--- src/rtl/common_types_pkg.sv ---
// common_types_pkg -- shared types for the memory arbiter slice.
//   ram_state_t : status reported by the RAM; RAM_DONE marks the completing cycle.
//   arb_state_t : arbiter FSM states.
//   onehot_any  : helper used to flag a non-empty request or enable vector.
package common_types_pkg;

  typedef enum logic [1:0] {
    RAM_IDLE = 2'd0,
    RAM_BUSY = 2'd1,
    RAM_DONE = 2'd2,
    RAM_ERR  = 2'd3
  } ram_state_t;

  typedef enum logic {
    IDLE = 1'b0,
    BUSY = 1'b1
  } arb_state_t;

  // True when any bit of an 8-bit vector is set.
  function automatic logic onehot_any(input logic [7:0] vec);
    return |vec;
  endfunction

endpackage

--- src/rtl/arb_select.sv ---
// arb_select -- rotating fixed-priority picker.
//   req   : request vector, one bit per port
//   ptr   : index of the highest-priority port for this decision
//   grant : one-hot grant (all zero when nothing is requesting)
// The request vector is rotated so that port ptr lands at bit 0, a plain
// lowest-index-wins pick is made, and the result is rotated back.
module arb_select #(
  parameter int NPORTS = 3,
  parameter int PTR_W  = 2
) (
  input  logic [NPORTS-1:0] req,
  input  logic [PTR_W-1:0]  ptr,
  output logic [NPORTS-1:0] grant
);

  logic [2*NPORTS-1:0] dbl_req_s;
  logic [2*NPORTS-1:0] dbl_gnt_s;
  logic [NPORTS-1:0]   rot_req_s;
  logic [NPORTS-1:0]   rot_gnt_s;
  logic                found_s;

  // Rotate, pick lowest set bit, rotate back.
  always_comb begin
    dbl_req_s = {req, req} >> ptr;
    rot_req_s = dbl_req_s[NPORTS-1:0];
    rot_gnt_s = '0;
    found_s   = 1'b0;
    for (int i = 0; i < NPORTS; i++) begin
      if (rot_req_s[i] && !found_s) begin
        rot_gnt_s[i] = 1'b1;
        found_s      = 1'b1;
      end else begin
        found_s = found_s;
      end
    end
    dbl_gnt_s = {rot_gnt_s, rot_gnt_s} << ptr;
    grant     = dbl_gnt_s[2*NPORTS-1:NPORTS];
  end

endmodule

--- src/rtl/mem_arbiter.sv ---
// mem_arbiter -- arbitrates NPORTS requesters onto a single RAM port.
//   clk, nrst               : clock, synchronous active-low reset
//   req_ren/wen/addr/store  : per-port request (write wins over read)
//   req_wait                : per-port stall, low only in the completing cycle
//   req_load                : RAM read data broadcast to every port
//   ram_ren/wen/addr/store  : RAM request, driven from the granted port in BUSY
//   ram_state, ram_load     : RAM status and read data
// Build option: define MEM_ARB_RR_EN for round-robin arbitration; otherwise
// fixed priority with port 0 highest and no pointer register.
module mem_arbiter
  import common_types_pkg::*;
#(
  parameter int NPORTS = 3,
  parameter int ADDR_W = 32,
  parameter int DATA_W = 32
) (
  input  logic                                clk,
  input  logic                                nrst,
  input  logic [NPORTS-1:0]                   req_ren,
  input  logic [NPORTS-1:0][DATA_W/8-1:0]     req_wen,
  input  logic [NPORTS-1:0][ADDR_W-1:0]       req_addr,
  input  logic [NPORTS-1:0][DATA_W-1:0]       req_store,
  output logic [NPORTS-1:0]                   req_wait,
  output logic [DATA_W-1:0]                   req_load,
  output logic                                ram_ren,
  output logic [DATA_W/8-1:0]                 ram_wen,
  output logic [ADDR_W-1:0]                   ram_addr,
  output logic [DATA_W-1:0]                   ram_store,
  input  ram_state_t                          ram_state,
  input  logic [DATA_W-1:0]                   ram_load
);

  localparam int WEN_W = DATA_W / 8;
  localparam int PTR_W = (NPORTS > 1) ? $clog2(NPORTS) : 1;

  arb_state_t        state_r;
  logic [NPORTS-1:0] grant_r;
  logic [NPORTS-1:0] req_s;
  logic [NPORTS-1:0] sel_s;
  logic [PTR_W-1:0]  ptr_s;
  logic              gnt_req_s;
  logic              active_s;
  logic              done_s;
  logic              mux_ren_s;
  logic [WEN_W-1:0]  mux_wen_s;
  logic [ADDR_W-1:0] mux_addr_s;
  logic [DATA_W-1:0] mux_store_s;

  // Per-port request detect and AND-OR mux of the granted port's inputs.
  always_comb begin
    req_s       = '0;
    mux_ren_s   = 1'b0;
    mux_wen_s   = '0;
    mux_addr_s  = '0;
    mux_store_s = '0;
    for (int i = 0; i < NPORTS; i++) begin
      req_s[i]    = req_ren[i] | (|req_wen[i]);
      mux_ren_s   = mux_ren_s | (req_ren[i] & grant_r[i]);
      mux_wen_s   = mux_wen_s | (req_wen[i] & {WEN_W{grant_r[i]}});
      mux_addr_s  = mux_addr_s | (req_addr[i] & {ADDR_W{grant_r[i]}});
      mux_store_s = mux_store_s | (req_store[i] & {DATA_W{grant_r[i]}});
    end
  end

  arb_select #(
    .NPORTS (NPORTS),
    .PTR_W  (PTR_W)
  ) u_arb_select (
    .req   (req_s),
    .ptr   (ptr_s),
    .grant (sel_s)
  );

`ifdef MEM_ARB_RR_EN
  logic [PTR_W-1:0] ptr_r;
  logic [PTR_W-1:0] sel_idx_s;

  // One-hot to index of the port being granted this cycle.
  always_comb begin
    sel_idx_s = '0;
    for (int i = 0; i < NPORTS; i++) begin
      sel_idx_s = sel_idx_s | (sel_s[i] ? PTR_W'(i) : '0);
    end
  end

  // Search start: one past the last granted port, wrapping at NPORTS.
  always_ff @(posedge clk) begin
    if (!nrst) begin
      ptr_r <= '0;
    end else if (state_r == IDLE && (|req_s)) begin
      ptr_r <= (sel_idx_s == PTR_W'(NPORTS - 1)) ? '0 : sel_idx_s + PTR_W'(1);
    end else begin
      ptr_r <= ptr_r;
    end
  end

  assign ptr_s = ptr_r;
`else
  assign ptr_s = '0;
`endif

  // A granted port that withdraws its request kills the strobes immediately.
  assign gnt_req_s = |(grant_r & req_s);
  assign active_s  = (state_r == BUSY) && nrst && gnt_req_s;
  assign done_s    = active_s && (ram_state == RAM_DONE);

  assign ram_wen   = active_s ? mux_wen_s : '0;
  assign ram_ren   = active_s & mux_ren_s & ~(|mux_wen_s);
  assign ram_addr  = active_s ? mux_addr_s : '0;
  assign ram_store = active_s ? mux_store_s : '0;
  assign req_wait  = ~(grant_r & {NPORTS{done_s}});
  assign req_load  = ram_load;

  // Arbiter FSM: grant in IDLE, hold the grant until done or withdrawn.
  always_ff @(posedge clk) begin
    if (!nrst) begin
      state_r <= IDLE;
      grant_r <= '0;
    end else begin
      case (state_r)
        IDLE: begin
          if (|req_s) begin
            state_r <= BUSY;
            grant_r <= sel_s;
          end else begin
            state_r <= IDLE;
            grant_r <= '0;
          end
        end
        BUSY: begin
          if (done_s || !gnt_req_s) begin
            state_r <= IDLE;
            grant_r <= '0;
          end else begin
            state_r <= BUSY;
            grant_r <= grant_r;
          end
        end
        default: begin
          state_r <= IDLE;
          grant_r <= '0;
        end
      endcase
    end
  end

endmodule

--- config.mk ---
export PLATFORM = sky130hd
export DESIGN_NAME = mem_arbiter
export DESIGN_NICKNAME = d
export VERILOG_FILES = /design/src/rtl/common_types_pkg.sv /design/src/rtl/arb_select.sv /design/src/rtl/mem_arbiter.sv
export SDC_FILE = /design/constraint.sdc
export NUM_CORES = 1
export LEC_CHECK = 0
export CAP_MARGIN = 20
export CORE_AREA = 2 2 133 135
export DETAILED_ROUTE_END_ITERATION = 8
export DIE_AREA = 0 0 135 137
export HOLD_SLACK_MARGIN = 0.15
export PLACE_DENSITY_LB_ADDON = 0.25
export SYNTH_ARGS = -nofsm -noshare
export SYNTH_HDL_FRONTEND = slang
export SYNTH_SLANG_ARGS = --single-unit
--- constraint.sdc ---
create_clock -name clk -period 2.6 [get_ports clk]
set_input_delay 0.52 -clock clk [delete_from_list [all_inputs] [get_ports clk]]
set_output_delay 0.52 -clock clk [all_outputs]
set_load 0.01 [all_outputs]
# --- After elaboration in Yosys (flattened, before gate mapping) ---
# Index checks and enable logic that the tools add are counted.
# W data, S select, Z words.
totals:
  ff_bits: 4
  output_inout_bits: 104
  word_cells: 62
classes:
  n_eq_ne: 2
  n_mux: 13
  bitwise: 30
  n_reduce_logical: 15
op_table:
  columns: ["cell", "count"]
  rows:
  - ["$and A32 B32 Y32", 6]
  - ["$or A32 B32 Y32", 4]
  - ["$mux W32", 2]
  - ["$reduce_or A4 Y1", 4]
  - ["$and A4 B4 Y4", 3]
  - ["$or A4 B4 Y4", 2]
  - ["$and A3 B3 Y3", 2]
  - ["$mux W1", 6]
  - ["$mux W3", 2]
  - ["$pmux W3 S2", 1]
  - ["$reduce_or A3 Y1", 2]
  - ["$and A1 B1 Y1", 5]
  - ["$logic_and A1 B1 Y1", 5]
  - ["$or A1 B1 Y1", 5]
  - ["$mux W4", 1]
  - ["$logic_not A1 Y1", 3]
  - ["$not A3 Y3", 1]
  - ["$eq A2 B2 Y1 const B", 1]
  - ["$ne A2 B1 Y1 const B", 1]
  - ["$not A1 Y1", 2]
  - ["$pmux W1 S2", 1]
  - ["$logic_or A1 B1 Y1", 1]

# --- Depth between registers and ports, before layout ---
# Gate-level depths: netlist of the first run.
logic_depth:
  ltp_word: 11
  depth_mapped: 7

# --- Modules after synthesis ---
# A second synthesis of the first run with hierarchy kept.
unflattened:
  hier_cells: 245
  hier_area_um2: 1642.8
modules_own_cells:
  columns: ["mod", "n_inst", "cells_each", "area_per_inst_um2", "seq_area_each_um2"]
  rows:
  - ["mem_arbiter", 1, 235, 1567.8, 80.1]
  - ["arb_select", 1, 10, 75.1, 0.0]

# --- Worst setup path before layout of the first run ---
# Ideal clock, no wire load.
synth_path:
  path_type: "input to output"
  from: "input req_wen[8] in the netlist's numbering"
  to: "output ram_store[21]"
  t_arrival_ns: 1.809
  t_required_ns: 2.080
  setup_slack_ns: 0.271
  path_stages: 7
  path_buffers: 3
  path_cell_list: "or4_1 o21ai_2 a31o_1 buf_4 buf_8 buf_8 nor2_1"
synth_via:
  elab_chain_cells: 6
synth_rtl:
  columns: ["element", "line_no", "text"]
  rows:
  - ["start: declaration", "mem_arbiter.sv:20", "input logic [NPORTS-1:0][DATA_W/8-1:0] req_wen,"]
  - ["$reduce_or A4 Y1", "mem_arbiter.sv:57", "req_s[i] = req_ren[i] | (|req_wen[i]);"]
  - ["$or A1 B1 Y1", "mem_arbiter.sv:57", null]
  - ["$and A3 B3 Y3", "mem_arbiter.sv:103", "assign gnt_req_s = |(grant_r & req_s);"]
  - ["$reduce_or A3 Y1", "mem_arbiter.sv:103", null]
  - ["$logic_and A1 B1 Y1", "mem_arbiter.sv:104", "assign active_s = (state_r == BUSY) && nrst && gnt_req_s;"]
  - ["$mux W32", "mem_arbiter.sv:110", "assign ram_store = active_s ? mux_store_s : '0;"]
  - ["end: declaration", "mem_arbiter.sv:28", "output logic [DATA_W-1:0] ram_store,"]
# No other way between the ends.

# --- Worst setup path in the final report of the first run ---
layout_path:
  from: "input req_wen[1] in the netlist's numbering"
  to: "output ram_store[29]"
# The elaborated chain is that of the path after synthesis.

==> flow_summary.yaml, run 1 <==
run_status:
  status: "complete, but fails checks"
  violations: "setup timing"
placed_design:
  portBuffers: 282
  post-place-ws_ns: -0.662
  hpwl_um: 10100
  place_congestion: 0.797
routing:
  ant_nets: 0
  dr_total_vias: 3353
  routed_wirelength_um: 14400
  wl_per_cell_um: 19.6
  drt_first_pass_iters: 8
  drt-initial-drc-count: 455
  route.detailed.drc: 0
  viasPerCell: 4.56
die:
  io_pins: 347
  core_sq_um: 17100
  die_h_um: 137
  core.rowCount: 48
  start_util_pct: 9.73
  die_w_um: 135
  die_area_sq_um: 18500
sta:
  hold_viol: 0
  postLayoutSetupSlackWorst_ns: -0.0469
  clock.fmax_mhz: 378
  finClkSkew_ns: 0.00247
  rsz0062_at_grt: "yes"
  finalSetupViolCount: 48
  worst_slew_pin_slew_ns: 0.632
  slew_violations: 0
  min_period_over_period_pct: 102
  slew_headroom_pct: 57.5
  post-route-min-period_ns: 2.65
grt:
  grt_start_max_net_pins: 34
  grt_pass1_vias: 3323
  grt_pass1_wl_um: 19100
  antenna_found_initial: 0
  overflow: 0
  grt_usage_pct: 13.3
synthesis:
  seq_area_frac_synth_pct: 4.83
  yosysWarnings: 0
  ys_ff_latch: 4
  avgSynthCellArea_sq_um: 6.88
  synth_top_area_share_pct: 41.6
  syn_inst: 241
  ys_types: 29
  synthTopCellsByArea: "a222oi_1 42%, buf_4 17%, nor2_1 16%"
  synth_top_area_cell: "a222oi_1"
  syn_area_sq_um: 1660
  synth_fp_nets: 484
final_layout:
  area_growth_pct: 219
  diodes: 0
  finish.net_count: 756
  drive_above_1_share_pct: 37.2
  fin_util_pct: 31.0
pwr:
  p_leak_nw: 1.89
  p_total_mw: 1.28
  pwr_density_cell_nw_per_um2: 242
  ir_worst_vdd_mv: 0.177
worst_setup_path:
  endpoint_kind: "output port"
  start_kind: "input port"
  cp.required_ns: 2.08
  critPathMaxFanout: 6
  arrival_ns: 2.13
  crit_type: "in -> out"
run:
  maxCapViolCount: 0
clocking:
  clk_pin_slew_worst_paths_ns: 0.03
  cts_htree_levels: 1
  clock_sinks: 4
  clkLatencyLatePin_ns: 0.23
  cts_inserted_buffers: 3
  clockBufferDepth: 2
  cts_tree: "yes"
  root_buffer: "clkbuf_16"
  cts-hold-fix-buffers: 0
worst_hold_path:
  min_path_type: "reg -> reg"
worst max-delay path, cell delays in order:
cell	delay, ns
buf_6	0.09
or4_4	0.55
o21ai_4	0.17
a31o_4	0.21
buf_6	0.12
buf_12	0.12
buf_16	0.15
nor2_1	0.04
buf_2	0.15
layer usage:
metal | GRT usage (%) | share of wire [%]
met3 | 3.26 | 9.4
met1 | 15.0 | 37
met4 | 4.69 | 3.3
met5 | 0 | 0
met2 | 24.5 | 51
placed cells by master, fill, tap and decap left out, drive strengths merged, types with 2 or more instances in the layout:
master	netlist	routed
a222oi	69	69
a31oi	2	2
buf	42	123
clkbuf	22	5
clkdlybuf4s15	0	3
clkdlybuf4s50	0	195
dfxtp	4	4
dlygate4sd2	0	8
nand2	5	5
nand3	3	3
nand4	2	2
nor2	70	70
nor2b	2	2
o21ai	3	3
or2	3	3
or4	2	2
timing repair:
| action | 4_1_cts | 5_1_grt |
|---|---|---|
| resized for setup | 339 | 133 |
| pin swaps | 23 | 37 |
| endpoints found under the setup margin | 72 | 69 |
| buffers inserted | 10 | 2 |
| cloned | 8 | 1 |
cell type report:
cell class	instances	area [sq um]
multi-input combinational	172	1540
fill	1808	11800
tap	225	282
sequential	4	83.8
inverter	1	3.75
clock buffer	3	75.1
timing repair buffer	331	3300
cells by family after synthesis:
family | count (synthesis) | synth area share [%]
AOI/OAI and AO/OA | 81 | 47.4
DFF | 4 | 4.83
and+or+nand+nor | 91 | 23.1
buffers and inverters | 65 | 24.7
synth_stat cells:
| library cell | count |
|---|---|
| nor2_1 | 70 |
| a222oi_1 | 69 |
| buf_4 | 38 |
| clkbuf_1 | 22 |
| nand2_1 | 5 |
| dfxtp_1 | 4 |
| nand3_1 | 3 |
| or2_2 | 3 |
| a31oi_1 | 2 |
| buf_1 | 2 |
| buf_8 | 2 |
| nand4_1 | 2 |
| nor2b_1 | 2 |
| o21ai_2 | 2 |
| a21oi_1 | 1 |
| a22oi_1 | 1 |
| a2bb2oi_1 | 1 |
| a31o_1 | 1 |
| and2_1 | 1 |
| and3_1 | 1 |
| inv_1 | 1 |
| nor3_1 | 1 |
| nor4_1 | 1 |
| o21ai_0 | 1 |
| o221ai_1 | 1 |
| o22ai_1 | 1 |
| o41ai_2 | 1 |
| or4_1 | 1 |
| or4_4 | 1 |
where the power goes:
part	total (mW)	switching, mW	internal, mW
clock network	0.241	0.0444	0.197
logic	0.950	0.385	0.565
registers	0.0874	0.0173	0.0702
through the flow:
| stage | hold slack, ns | area [sq um] | cells | TNS [ns] |
|---|---|---|---|---|
| final | 0.600 | 5290 | 736 | -1.24 |
| after CTS | 0.592 | 4820 | 737 | -1.48 |
| after global placement | 0.579 | 4620 | 716 | -42.23 |
| after global routing | 0.646 | 5290 | 736 | -3.01 |
| after detailed placement | 0.581 | 4620 | 716 | -44.11 |
| after floorplan | 0.548 | 1660 | 241 | 0 |
state kept, by name, summed over array words and instances (netlist names):
register  count
state_r       1
grant_r       3
final timing paths:
kind	startpoint	end	slack, ns	cells past startpoint
setup / recovery	req_wen[1]	ram_store[29]	-0.05	9
hold / removal	grant_r[1]	grant_r[1]	0.60	2
setup reg to reg	grant_r[0]	grant_r[0]	1.26	3
hold reg to reg	grant_r[1]	grant_r[1]	0.60	2
No activity file was read; power rests on OpenSTA's default activity.
==> inputs of run 2 (changes only) <==
TNS_END_PERCENT = 1   (was default)
==> flow_summary.yaml, run 2 (same netlist as run 1, synthesis figures left out) <==
placed_design:
  place_congestion: 0.797
  hpwl_um: 10100
  post-place-ws_ns: -0.662
  portBuffers: 282
  place_inst: 716
sta:
  hold_viol: 0
  hold-worst-slack_ns: 0.595
  min_period_over_period_pct: 101
  worst_slew_pin_slew_ns: 0.655
  rsz0062_at_grt: "yes"
  finClkSkew_ns: 0.00265
  post-route-min-period_ns: 2.63
  slew_headroom_pct: 55.9
  clock.fmax_mhz: 380
  postLayoutSetupSlackWorst_ns: -0.0284
  slew_violations: 0
  finalSetupViolCount: 31
final_layout:
  finish.net_count: 753
  diodes: 0
  drive_above_1_share_pct: 29.7
  area_growth_pct: 185
  final_common_cell: "clkdlybuf4s50_1"
  largest_reg_flops: 3
  reg.largest.list: "grant_r: 3 flops, state_r: 1 flops"
  fin_util_pct: 27.7
  layoutNonFillerInstCount: 733
  regMostFlops: "grant_r"
  most-common-layout-cells: "195 x clkdlybuf4s50_1, 69 x a222oi_1, 66 x buf_2, 61 x nor2_1, 33 x buf_4"
run:
  maxCapViolCount: 0
worst_setup_path:
  rrSetupSlack_ns: 1.27
  crit_buf_inv: 5
  timing.rr.end: "grant_r[0]"
  crit_chain: "buf_6 > or4_4 > o21ai_4 > a31o_4 > buf_6 > buf_12 > buf_16 > nor2_4 > buf_6"
  arrival_ns: 2.11
  path_common_cell: "buf_6"
  reg2regPathDepth: 3
  start_kind: "input port"
  endpoint_kind: "output port"
  crit_type: "in -> out"
  critPathMaxFanout: 6
  cp_slowest_cell: "or4_4"
  regToRegStartpoint: "grant_r[0]"
  cp.required_ns: 2.08
  critPathMaxStageDelay_ns: 0.55
  crit_family: "buffers and inverters"
die:
  die_area_sq_um: 18500
  start_util_pct: 9.73
  core_sq_um: 17100
  io_pins: 347
  die_h_um: 137
  core.rowCount: 48
  die_w_um: 135
grt:
  grt_pass1_vias: 3324
  antenna_found_initial: 0
  use_met1_pct: 14.6
  grt_start_max_net_pins: 34
  grtUsageMet2_pct: 24.4
  top_usage_layer: "met2"
  grt_usage_pct: 13.2
  met3_usage_pct: 3.59
  grt_pass1_wl_um: 19000
  overflow: 0
routing:
  wl_per_cell_um: 18.8
  viasPerCell: 4.53
  drt_first_pass_iters: 7
  drt-initial-drc-count: 386
  route.detailed.drc: 0
  ant_nets: 0
  dr_total_vias: 3319
  routed_wirelength_um: 13800
run_status:
  violations: "setup timing"
  status: "complete, but fails checks"
clocking:
  clockBufferDepth: 2
  clkLatencyLatePin_ns: 0.23
  clock_sinks: 4
  clk_pin_slew_worst_paths_ns: 0.03
  cts-hold-fix-buffers: 0
  root_buffer: "clkbuf_16"
  cts_tree: "yes"
  cts_inserted_buffers: 3
  cts_htree_levels: 1
worst_hold_path:
  holdPathStages: 3
  min_to: "grant_r[1]"
  min_from: "state_r"
  min_path_type: "reg -> reg"
pwr:
  ir_worst_vdd_mv: 0.181
  pwr_density_cell_nw_per_um2: 246
  p_total_mw: 1.16
  p_leak_nw: 1.82
[run 2: changes by cell type in the layout (fill, tap and decap cells not counted), moves of 2 or more]
| cell | previous run | this run |
|---|---|---|
| clkdlybuf4s15_2 | 3 | 0 |
| nor2_2 | 4 | 2 |
| buf_6 | 48 | 14 |
| nor2_1 | 26 | 61 |
| nor2_4 | 40 | 7 |
| buf_2 | 30 | 66 |
[run 2: worst max path at each step]
stage,cells past startpoint,end,slack (ns),start
after floorplan,7,ram_store[21],0.27,req_wen[8]
after global placement,7,ram_store[21],-0.63,req_wen[8]
after detailed placement,7,ram_ren,-0.66,req_wen[8]
after CTS,10,ram_store[0],-0.10,req_wen[11]
after global routing,9,ram_store[30],-0.07,req_wen[1]
final,9,ram_store[30],-0.03,req_wen[1]
[run 2: metrics by stage]
step | instance area [sq um] | setup TNS (ns)
6_report | 4730 | -0.394
5_1_grt | 4730 | -1.87
4_1_cts | 4750 | -1.51
3_5_place_dp | 4620 | -44.11
3_3_place_gp | 4620 | -42.23
2_1_floorplan | 1660 | 0
[run 2: final cells by class]
type / count / area (sq um)
clock buffers: 3 / 75.1
repair buffers: 328 / 3000
fillers: 1873 / 12300
well taps: 225 / 282
flip-flops and latches: 4 / 83.8
inverters: 1 / 3.75
multi-input cells: 172 / 1280
[run 2: per-layer routing]
| metal | share of wire, % | vias up |
|---|---|---|
| li1 | - | 1509 |
| met1 | 37 | 1542 |
| met2 | 50 | 241 |
| met3 | 9.5 | 27 |
| met4 | 3.4 | 0 |
| met5 | 0 | - |
[run 2: power breakdown]
part	switching (mW)	internal [mW]	leakage, nW
clock network	0.0439	0.197	0.0370
registers	0.0158	0.0701	0.0342
logic	0.313	0.524	1.75
[run 2: worst reg2reg max path, cell delays in order, from the launching register on]
cell and delay [ns]:
dfxtp_2 0.48, buf_4 0.40, a22oi_1 0.13, a31oi_1 0.21
[run 2: timing repair]
item | CTS | global route
pin swaps | 25 | 10
gates resized for setup | 331 | 36
endpoints found under the setup margin | 72 | 66
cloned | 7 | 0
setup buffers | 9 | 1
